**config.mk**
```make
export PLATFORM = sky130hd
export DESIGN_NAME = button_debouncer
export DESIGN_NICKNAME = d
export VERILOG_FILES = /design/src/rtl/button_debouncer.sv
export SDC_FILE = /design/constraint.sdc
export NUM_CORES = 1
export LEC_CHECK = 0
export BUFFER_PORTS_ARGS = -buffer_cell sky130_fd_sc_hd__buf_2
export CAP_MARGIN = 10
export CORE_ASPECT_RATIO = 2
export CORE_MARGIN = 3
export CORE_UTILIZATION = 40
export CTS_BUF_LIST = sky130_fd_sc_hd__clkbuf_8 sky130_fd_sc_hd__clkbuf_16
export DETAILED_ROUTE_END_ITERATION = 16
export SLEW_MARGIN = 20
export SYNTH_ARGS = -nofsm -noshare
export SYNTH_HDL_FRONTEND = slang
export SYNTH_SLANG_ARGS = --single-unit
export TNS_END_PERCENT = 1
```
**constraint.sdc**
```tcl
create_clock -name clk -period 2.58 [get_ports clk]
set_input_delay 0.258 -clock clk [delete_from_list [all_inputs] [get_ports clk]]
set_output_delay 0.258 -clock clk [all_outputs]
set_load 0.01 [all_outputs]
```
**src/rtl/button_debouncer.sv**
```systemverilog
// button_debouncer: two-flop synchronizer and counter debouncer for a raw pushbutton,
// with registered press, release and long-press pulses.
module button_debouncer #(
   parameter int DEBOUNCE_CYCLES   = 1000,
   parameter int LONG_PRESS_CYCLES = 50000
) (
   input  logic clk,
   input  logic reset_n,
   input  logic button_raw,
   output logic button,
   output logic pressed,
   output logic released,
   output logic long_press
);
   localparam int CW = $clog2(DEBOUNCE_CYCLES + 1);
   localparam int HW = $clog2(LONG_PRESS_CYCLES + 1);
   localparam logic [CW-1:0] CNT_LAST  = CW'(DEBOUNCE_CYCLES - 1);
   localparam logic [HW-1:0] HOLD_LAST = HW'(LONG_PRESS_CYCLES - 1);
   localparam logic [HW-1:0] HOLD_MAX  = HW'(LONG_PRESS_CYCLES);
   logic sync1_q, sync2_q, button_q, button_d, flip;
   logic pressed_q, pressed_d, released_q, released_d, long_q, long_d;
   logic [CW-1:0] cnt_q, cnt_d;
   logic [HW-1:0] hcnt_q, hcnt_d;
   always_comb begin
      flip       = (sync2_q != button_q) && (cnt_q == CNT_LAST);
      cnt_d      = (sync2_q == button_q || flip) ? '0 : cnt_q + CW'(1);
      button_d   = flip ? sync2_q : button_q;
      pressed_d  = flip && sync2_q;
      released_d = flip && !sync2_q;
      // hold count only advances while the debounced level is already high, so it restarts on each press
      hcnt_d     = !button_q ? '0 : (hcnt_q < HOLD_MAX ? hcnt_q + HW'(1) : hcnt_q);
      long_d     = button_q && (hcnt_q == HOLD_LAST);
   end
   always_ff @(posedge clk or negedge reset_n)
      if (!reset_n) begin
         {sync1_q, sync2_q, button_q, pressed_q, released_q, long_q} <= '0;
         cnt_q  <= '0;
         hcnt_q <= '0;
      end else begin
         sync1_q    <= button_raw;
         sync2_q    <= sync1_q;
         button_q   <= button_d;
         pressed_q  <= pressed_d;
         released_q <= released_d;
         long_q     <= long_d;
         cnt_q      <= cnt_d;
         hcnt_q     <= hcnt_d;
      end
   assign button     = button_q;
   assign pressed    = pressed_q;
   assign released   = released_q;
   assign long_press = long_q;
endmodule

```
# [Word level (Yosys, flattened, before mapping)]
# Cells that the tools add are included.
[classes] addsub=2 magnitude_cmp=1 reduce_logical=6 muxes=3 eq_ne=5
[ops] cell="16-bit two-way mux" n=2
[ops] cell="16-bit by 1-bit adder with 16-bit output, second input constant" n=1
[ops] cell="16-bit == test, second input constant" n=1
[ops] cell="16-bit less-than comparator, second input constant" n=1
[ops] cell="10-bit by 1-bit adder with 10-bit output, second input constant" n=1
[ops] cell="10-bit == test, second input constant" n=1
[ops] cell="10-bit two-way mux" n=1
[ops] cell="1-bit logical AND" n=4
[ops] cell="2-bit by 1-bit inequality test with 1-bit output, second input constant" n=1
[ops] cell="1-bit == test" n=1
[ops] cell="1-bit logical NOT" n=1
[ops] cell="1-bit logical OR" n=1
[ops] cell="1-bit inequality test" n=1
[word_totals] out_inout_bits=4 in_bits=3 word_cells=25 ff_bits=32

# [Logic depth before layout (Yosys ltp)]
# Gate-level depths: netlist of the first run.
[logic_depth] word_depth=4 ltp_mapped=6 depth_no_buf=5

# [Worst setup path before layout of the first run]
# No wires, ideal clock.
[synth_timing] path_type="register to register" from="register hcnt_q[10]" to="register hcnt_q[13]" period_less_slack_ns=1.621 required_ns=2.461 stages_incl_launch_ff=6 setup_ns=0.119 slack_ns=0.959 path_buffers=1 arrival_ns=1.502 path_cell_list="dfrtp_1 -> nor4_4 -> o211ai_2 -> buf_2 -> o31a_1 -> o21a_1"
[synth_via] elab_chain_len=3 word_cells_on_any_way=5 classes_between="1 x add/sub; 1 x order compare; 1 x eq/ne; 2 x mux"
[synth_rtl] element="start: declaration" line_no="23" rtl="logic [HW-1:0] hcnt_q, hcnt_d;"
[synth_rtl] element="start signal: assignment" line_no="47" rtl="hcnt_q <= hcnt_d;"
[synth_rtl] element="16-bit by 1-bit adder with 16-bit output" line_no="31" rtl="hcnt_d = !button_q ? '0 : (hcnt_q < HOLD_MAX ? hcnt_q + HW'(1) : hcnt_q);"
[synth_rtl] element="16-bit two-way mux (2 in a row)" line_no="31"
# Parallel ways exist; a longest one is shown, timed or not. The select of a mux whose other input is x is not followed.
# A chain may end at the register's enable or synchronous reset.

# [Worst setup path in the final report of the first run]
[layout_timing] from="register hcnt_q[10]" to="register hcnt_q[12]"
# Same word-level chain as after synthesis.

==> flow_metrics.py, run 1 <==
metrics = {
    "outcome": {
        "outcome": "finished clean",
    },
    "logic_synthesis": {
        "ys_top_cells_by_count": "32 x dfrtp_1, 14 x nand2_1, 12 x nor2_1",
        "ys_ff_latch": 32,
        "synth_edf_count": 0,
        "synth_largest_area_cell": "dfrtp_1",
        "netlist_area_um2": 1620,
        "syn_avg_cell_area_um2": 10.2,
        "synthAdderAreaFrac_pct": 1.55,
        "yosysSeqAreaShare_pct": 49.5,
        "synthMuxAreaShare_pct": 1.93,
        "synth_top_family_by_area": "simple AND/OR/NAND/NOR gates",
        "synth-xor-area-share_pct": 4.87,
        "synth_ff_type": "dfrtp_1",
        "synth_top_area_share_pct": 49.5,
        "syn-instance-count": 159,
        "yosys_warnings": 0,
        "ys_async_sr_fraction_pct": 100,
        "ys_top_cells_by_area": "dfrtp_1 49%, or4_1 4.2%, a21oi_1 3.4%",
        "ys_types": 38,
        "syn-num-nets": 164,
        "synthSimpleGateAreaFrac_pct": 25.6,
        "post-synth-top-count-cell": "dfrtp_1",
        "synth-compound-area-share_pct": 12.8,
    },
    "die": {
        "die_w_um": 51.0,
        "die-area_um2": 4890,
        "die_h_um": 95.9,
        "core_region_area_um2": 3880,
        "rows": 32,
        "start_util_pct": 41.7,
        "ios": 7,
    },
    "cts": {
        "h-tree-depth": 2,
        "cts_buffers": 5,
        "clk_latency_ns": 0.29,
        "cts_root_buffer": "clkbuf_8",
        "cts_resized": 0,
        "cts_sinks": 32,
        "cts_hold_buffers": 0,
        "post_cts_buffers": 0,
        "clock_path_buffers": 2,
        "cts_tree": "yes",
        "clkTransAtPathRegs_ns": 0.07,
    },
    "setup_path": {
        "r2r_end": "hcnt_q[12]",
        "rrSetupSlack_ns": 0.70,
        "slowest_delay_ns": 0.56,
        "worst_setup_path_start_kind": "flop",
        "reg2reg_depth": 4,
        "crit_fanout": 13,
        "cp.required_ns": 2.80,
        "cp_top_family": "simple AND/OR/NAND/NOR gates",
        "cp.arrival_ns": 2.10,
        "path_buf_inv": 0,
        "worstPathCellList": "nor4_4, o211ai_2, or4_1, a21oi_1",
        "endpoint_kind": "flop",
        "crit_slowest_cell": "or4_1",
        "path_class": "reg2reg",
        "r2r_start": "hcnt_q[10]",
    },
    "pwr": {
        "p_comb_share_pct": 2.0,
        "p_sw_mw": 0.206,
        "switching_share_pct": 20.6,
        "seqPwrFrac_pct": 51.1,
        "clock_power_share_pct": 46.8,
        "p_leak_nw": 0.704,
        "peakVddDrop_uv": 417,
        "internal-power_mw": 0.795,
        "cellPowerDensity_nw_per_um2": 559,
    },
    "routing": {
        "dr_total_vias": 1267,
        "drc": 0,
        "drt-initial-drc-count": 23,
        "ant_nets": 0,
        "wl_per_cell_um": 15.3,
        "firstDrtPassIters": 4,
        "via_per_inst": 5.76,
        "drt_wl_total_um": 3360,
    },
    "timing": {
        "period_share_pct": 72.8,
        "finalSetupViolCount": 0,
        "tns_ns": 0,
        "max_freq_ghz": 0.532,
        "drv_slew": 0,
        "finClkSkew_ns": 0.00809,
        "finalHoldViolCount": 0,
        "period_needed_ns": 1.88,
        "relSlewSlack_pct": 52.6,
        "tightest_slew_ns": 0.711,
        "rsz0062_at_grt": "false",
    },
    "placed_design": {
        "dp_hpwl_um": 2470,
        "numPortBuffers": 6,
        "placed_cells": 212,
        "place.gp.congestion": 0.825,
    },
    "global_routing": {
        "grt_use_total_pct": 15.6,
        "first_global_vias": 1258,
        "overflow": 0,
        "grt_pass1_wl_um": 5610,
        "antenna_found_initial": 0,
        "grt_max_degree": 33,
    },
    "finish": {
        "syn2layout_area_growth_pct": 10.6,
        "fin_cells": 220,
        "layout-drive-gt1-share_pct": 13.6,
        "antenna_cells": 0,
        "final_nets": 173,
        "fill_cells": 394,
    },
    "hold_path": {
        "hp-class": "in2async",
    },
    "flow_run": {
        "drv_cap": 0,
    },
}
worst register-to-register path: stages, from the launching register on:
cell and delay [ns]:
dfrtp_1 0.45, nor4_4 0.39, o211ai_2 0.26, or4_1 0.56, a21oi_1 0.15
through the flow:
stage	cell area [µm²]	setup slack, ns	total power [mW]	hold WS (ns)	util [%]
after floorplan	1620	0.959	0.527	-0.0376	-
after global placement	1680	0.742	0.541	0.335	43.3
after detailed placement	1680	0.710	0.542	0.342	43.3
after CTS	1790	0.693	1.01	0.0434	46.1
after global routing	1790	0.552	1.03	0.0684	46.1
final	1790	0.701	1.00	0.0179	46.1
area by class of cell:
type	instances	area, µm²	share of cell area [%]
Sequential cell	32	801	44.8
Multi-Input combinational cell	117	757	42.3
Clock buffer	5	68.8	3.85
Tap cell	51	63.8	3.57
Timing Repair Buffer	8	45.0	2.52
Clock inverter	3	38.8	2.17
Inverter	4	15.0	0.839
kinds of logic after synthesis:
| logic type | after synthesis |
|---|---|
| AO/OA/AOI/OAI | 31 |
| AND/OR/NAND/NOR | 72 |
| buffers and inverters | 10 |
| adder cells (fa/ha/maj) | 2 |
| XOR/XNOR | 9 |
| flip-flops | 32 |
| multiplexers | 3 |
worst max-delay path by stage:
| stage | from | endpoint | slack, ns | cells past startpoint |
|---|---|---|---|---|
| 2_1_floorplan | hcnt_q[10] | hcnt_q[13] | 0.96 | 5 |
| 3_3_place_gp | hcnt_q[10] | hcnt_q[12] | 0.74 | 4 |
| 3_5_place_dp | hcnt_q[10] | hcnt_q[12] | 0.71 | 4 |
| 4_1_cts | hcnt_q[10] | hcnt_q[12] | 0.69 | 4 |
| 5_1_grt | hcnt_q[10] | hcnt_q[12] | 0.55 | 4 |
| 6_report | hcnt_q[10] | hcnt_q[12] | 0.70 | 4 |
layer usage:
metal,up-vias,wire [µm],GRT usage (%)
met2,18,1890,28.1
li1,610,-,-
met4,0,135,11.0
met3,11,95,3.88
met5,-,0,0
met1,628,1240,15.0
placed cells by master (no fill, tap or decap), types with 3 or more instances in the layout:
cell,netlist,layout
dfrtp_1,32,32
nand2_1,14,14
nor2_1,12,12
a21oi_1,11,11
or4_1,9,9
nand3_1,7,7
nand4_1,6,6
o31ai_1,6,6
buf_2,2,6
xnor2_1,5,5
inv_1,4,5
clkbuf_8,2,5
xor2_1,4,4
nor3_1,4,4
o21ai_0,4,4
nor4_1,4,4
o21a_1,3,3
power by group through the flow:
stage                     combinational, mW  sequential, mW  clock (mW)
final                                0.0205           0.511       0.468
after global routing                 0.0246           0.512       0.498
after CTS                            0.0217           0.511       0.481
after detailed placement             0.0218           0.521           0
after global placement               0.0206           0.520           0
after floorplan                     0.00769           0.520           0
sequential cells by signal (all words and copies together) (netlist names):
signal and flops:
released 1, hcnt_q 16, sync1_q 1, pressed 1, long_press 1, button 1, sync2_q 1, cnt_q 10
Power figures use the tool's default switching activity.
==> inputs of run 2 (changes only) <==
- clock period: 2.58 -> 1.85 ns (I/O delays scaled with it)
==> run 2 against run 1 <==
- global-route usage grew 0.78 points
- sequential share of layout area decreased by 1.2 points
- routed wire length grew 4.0%
- total power rose by 31%
- critical endpoint unchanged
==> flow_metrics.py, run 2 (synthesis gave the netlist of run 1 again) <==
metrics = {
    "timing": {
        "finClkSkew_ns": 0.00398,
        "relSlewSlack_pct": 53.9,
        "period_share_pct": 95.9,
        "tightest_slew_ns": 0.692,
        "drv_slew": 0,
        "max_freq_ghz": 0.564,
        "finalHoldViolCount": 0,
        "tns_ns": 0,
        "rsz0062_at_grt": "false",
        "period_needed_ns": 1.77,
        "finalSetupViolCount": 0,
    },
    "pwr": {
        "switching_share_pct": 20.1,
        "internal-power_mw": 1.05,
        "cellPowerDensity_nw_per_um2": 713,
        "seqPwrFrac_pct": 54.4,
        "peakVddDrop_uv": 666,
        "clock_power_share_pct": 43.3,
        "p_sw_mw": 0.263,
        "p_leak_nw": 0.715,
        "p_comb_share_pct": 2.3,
    },
    "setup_path": {
        "cp.arrival_ns": 1.98,
        "r2r_end": "hcnt_q[12]",
        "crit_fanout": 9,
        "crit_start": "hcnt_q[11]",
        "endpoint_kind": "flop",
        "cp.required_ns": 2.05,
        "worst_setup_path_start_kind": "flop",
        "reg2reg_depth": 5,
        "path_class": "reg2reg",
        "r2r_start": "hcnt_q[11]",
        "rrSetupSlack_ns": 0.08,
    },
    "global_routing": {
        "grt_pass1_wl_um": 5890,
        "first_global_vias": 1251,
        "grt_max_degree": 33,
        "overflow": 0,
        "grt_use_total_pct": 16.4,
        "antenna_found_initial": 0,
    },
    "die": {
        "die_w_um": 51.0,
        "rows": 32,
        "core_region_area_um2": 3880,
        "ios": 7,
        "start_util_pct": 41.7,
        "die_h_um": 95.9,
        "die-area_um2": 4890,
    },
    "finish": {
        "final_common_cell": "dfrtp_1",
        "regMostFlops": "hcnt_q",
        "layout-drive-gt1-share_pct": 17.2,
        "final_nets": 179,
        "fill_cells": 384,
        "fin_util_pct": 47.4,
        "mostFrequentLayoutCells": "32 x dfrtp_1, 13 x nand2_1, 11 x nor2_1, 11 x a21oi_1, 9 x or4_1",
        "largest_register_ffs": 16,
        "antenna_cells": 0,
        "syn2layout_area_growth_pct": 13.7,
        "largestRegisters": "hcnt_q: 16 flops, cnt_q: 10 flops",
        "stdcell_area_um2": 1840,
        "fin_cells": 225,
    },
    "placed_design": {
        "dp_hpwl_um": 2550,
        "place.gp.congestion": 0.782,
        "placed_cells": 216,
        "numPortBuffers": 6,
        "placed_cell_area_um2": 1710,
    },
    "outcome": {
        "outcome": "finished clean",
    },
    "hold_path": {
        "min_from": "button_raw",
        "min_to": "sync1_q",
        "holdPathStages": 1,
        "hp-class": "in2reg",
    },
    "flow_run": {
        "drv_cap": 0,
    },
    "cts": {
        "cts_tree": "yes",
        "clkTransAtPathRegs_ns": 0.06,
        "cts_buffers": 5,
        "h-tree-depth": 2,
        "cts_sinks": 32,
        "cts_root_buffer": "clkbuf_8",
        "clock_path_buffers": 2,
        "clk_latency_ns": 0.28,
    },
    "routing": {
        "ant_nets": 0,
        "firstDrtPassIters": 4,
        "drt-initial-drc-count": 25,
        "wl_per_cell_um": 15.5,
        "dr_total_vias": 1285,
        "drc": 0,
        "drt_wl_total_um": 3490,
        "via_per_inst": 5.71,
    },
}
-- run 2: through the flow --
step | power [mW] | setup slack, ns | hold slack [ns]
finish | 1.31 | 0.0763 | 0.00961
global route | 1.37 | 0.0147 | 0.000327
CTS | 1.33 | 0.00443 | 0.0000457
detailed placement | 0.755 | 0.0241 | 0.272
global placement | 0.755 | 0.0855 | 0.273
floorplan | 0.735 | 0.229 | -0.111
-- run 2: layout make-up --
cell class	count	area (µm²)	share of cell area [%]
clock buffers	7	96.3	5.24
inverters	4	15.0	0.816
multi-input cells	117	771	41.9
flip-flops and latches	32	801	43.5
well taps	51	63.8	3.47
repair buffers	14	92.6	5.03
-- run 2: worst max-delay path, stage by stage (launching register included) --
cell,delay (ns)
dfrtp_1,0.44
nor4_4,0.26
buf_4,0.18
o211ai_4,0.12
or4_1,0.53
a21oi_1,0.16
-- run 2: how the worst max path moves through the flow --
stage | end | slack [ns] | depth (start not counted)
finish | hcnt_q[12] | 0.08 | 5
global route | hcnt_q[2] | 0.01 | 5
CTS | hcnt_q[12] | 0.004 | 4
detailed placement | hcnt_q[12] | 0.02 | 4
global placement | hcnt_q[13] | 0.09 | 5
floorplan | hcnt_q[13] | 0.23 | 5
-- run 2: per-layer routing --
metal	vias to the layer above	GRT usage, %	share of wire (%)
met5	-	0	0
met4	0	9.21	2.5
met3	8	3.57	2.3
met2	22	30.5	58
met1	633	16.2	37
li1	622	-	-
-- run 2: power by group through the flow --
stage	logic (mW)	clock network [mW]	registers (mW)
2_1_floorplan	0.0107	0	0.725
3_3_place_gp	0.0293	0	0.725
3_5_place_dp	0.0291	0	0.726
4_1_cts	0.0308	0.588	0.713
5_1_grt	0.0352	0.618	0.713
6_report	0.0296	0.568	0.713
-- run 2: what timing repair did --
item                                    CTS  global route
resized for setup                         0             3
buffers inserted                          0             1
endpoints found under the hold margin    32             0
endpoints found under the setup margin    0            18
hold buffers                              1             0
==> inputs of run 3 (changes only) <==
- BUFFER_PORTS_ARGS: -buffer_cell sky130_fd_sc_hd__buf_2 -> not set
- DONT_BUFFER_PORTS: not set -> 1
==> run 3 against run 2 <==
- via count rose by 2.2%
- sequential cell count stayed put
- clock power increased by 16%
- highest routed layer unchanged
- total power is 7.3% higher
- die area stayed put
- sequential share of layout area is 0.22 points higher
- largest power group unchanged
- core utilization fell by 0.16 points
- first-iteration DRC count rose by 4.0%
- worst setup slack got worse by 0.0073 ns
- design area is 0.34% lower
==> flow_metrics.py, run 3 (synthesis gave the netlist of run 1 again) <==
metrics = {
    "outcome": {
        "outcome": "finished clean",
    },
    "setup_path": {
        "worstPathCellList": "nor4_4, o211ai_2, buf_4, o31a_1, o21a_1",
        "cp.arrival_ns": 1.97,
        "cp_top_family": "compound AO/OA/AOI/OAI gates",
        "r2r_start": "hcnt_q[11]",
        "endpoint_kind": "flop",
        "crit_slowest_cell": "dfrtp_2",
        "path_buf_inv": 1,
        "slowest_delay_ns": 0.45,
        "cp.required_ns": 2.03,
        "worst_setup_path_start_kind": "flop",
        "crit_start": "hcnt_q[11]",
        "path_class": "reg2reg",
        "crit_fanout": 8,
    },
    "finish": {
        "layout-drive-gt1-share_pct": 14.1,
        "largestRegisters": "hcnt_q: 16 flops, cnt_q: 10 flops",
        "fill_cells": 378,
        "mostFrequentLayoutCells": "31 x dfrtp_1, 13 x nand2_1, 12 x nor2_1",
        "regArea_um2": 802,
        "largest_register_ffs": 16,
        "multi_input_area_um2": 759,
        "final_common_cell": "dfrtp_1",
        "final_nets": 174,
        "syn2layout_area_growth_pct": 13.3,
        "antenna_cells": 0,
        "regMostFlops": "hcnt_q",
    },
    "placed_design": {
        "dp_hpwl_um": 2650,
        "place.gp.congestion": 0.810,
        "numPortBuffers": 0,
    },
    "global_routing": {
        "grt_pass1_wl_um": 6080,
        "use_met3_pct": 4.50,
        "first_global_vias": 1339,
        "use_met1_pct": 14.9,
        "overflow": 0,
        "grt-busiest-layer": "met2",
        "grt_use_met2_pct": 32.1,
        "antenna_found_initial": 0,
        "grt_max_degree": 33,
        "grt_use_total_pct": 17.0,
    },
    "routing": {
        "via_per_inst": 5.94,
        "drt_wl_total_um": 3600,
        "wl_per_cell_um": 16.3,
        "ant_nets": 0,
        "dr_total_vias": 1313,
        "drt-initial-drc-count": 26,
        "firstDrtPassIters": 4,
        "drc": 0,
    },
    "cts": {
        "clkTransAtPathRegs_ns": 0.07,
        "clock_path_buffers": 2,
        "cts_root_buffer": "clkbuf_8",
        "post_cts_buffers": 0,
        "cts_buffers": 5,
        "clk_latency_ns": 0.29,
        "h-tree-depth": 2,
        "cts_tree": "yes",
        "cts_sinks": 32,
    },
    "timing": {
        "hold-worst-slack_ns": 0.335,
        "finClkSkew_ns": 0.00962,
        "finalSetupViolCount": 0,
        "period_share_pct": 96.3,
        "finalHoldViolCount": 0,
        "rsz0062_at_grt": "true",
        "relSlewSlack_pct": 61.4,
        "max_freq_ghz": 0.562,
        "drv_slew": 0,
        "tightest_slew_ns": 0.577,
        "period_needed_ns": 1.78,
    },
    "pwr": {
        "power_mw": 1.41,
        "p_leak_nw": 0.711,
        "peakVddDrop_uv": 482,
        "cellPowerDensity_nw_per_um2": 767,
    },
    "hold_path": {
        "hp-class": "in2async",
    },
    "die": {
        "die_h_um": 95.9,
        "rows": 32,
        "core_region_area_um2": 3880,
        "ios": 7,
        "start_util_pct": 41.7,
        "die_w_um": 51.0,
        "die-area_um2": 4890,
    },
    "flow_run": {
        "drv_cap": 0,
    },
}
==> run 3: cell count changes in the layout (fill, tap and decap cells not counted), sizes merged <==
cell and delta:
buf -6, clkbuf -2, bufinv +1, clkinv +1, dlygate4sd3 +1, inv +1
==> run 3: final timing paths <==
check,to,slack [ns],cells past startpoint
max in group asynchronous,hcnt_q[11],1.33,2
min in group clk,sync2_q,0.36,0
worst max-delay path,hcnt_q[13],0.07,5
worst max register to register,hcnt_q[13],0.07,5
worst min-delay path,long_press,0.34,2
worst min register to register,sync2_q,0.36,0
==> run 3: per-layer routing <==
| metal | vias up | share of wire, % |
|---|---|---|
| met5 | - | 0 |
| met4 | 0 | 5.1 |
| met3 | 18 | 2.8 |
| met2 | 34 | 57 |
| met1 | 655 | 35 |
| li1 | 606 | - |
==> run 3: through the flow <==
step	setup slack, ns	instance area [µm²]	setup TNS, ns	instances	util [%]
detailed placement	0.0468	1680	0	210	43.3
finish	0.0691	1830	0	221	47.2
global route	-0.0252	1830	-0.0568	221	47.2
floorplan	0.229	1620	0	159	-
CTS	0.0304	1830	0	221	47.1
global placement	0.0514	1680	0	210	43.3
==> run 3: what timing repair did <==
item,in CTS,in global routing
hold buffers,3,0
endpoints found under the hold margin,33,0
resized for setup,0,2
setup endpoints to repair,0,18
==> run 3: report_power, final <==
| group | switching, mW | leakage, nW | internal [mW] |
|---|---|---|---|
| clock network | 0.263 | 0.0593 | 0.394 |
| logic | 0.0226 | 0.213 | 0.0135 |
| registers | 0.00569 | 0.438 | 0.707 |
| total | 0.292 | 0.711 | 1.11 |
==> run 3: layout make-up <==
cell class	count	share of cell area [%]
clock buffers	5	3.75
clock inverters	3	2.12
inverters	4	0.819
multi-input cells	117	41.4
flip-flops and latches	32	43.8
well taps	51	3.48
repair buffers	9	4.64
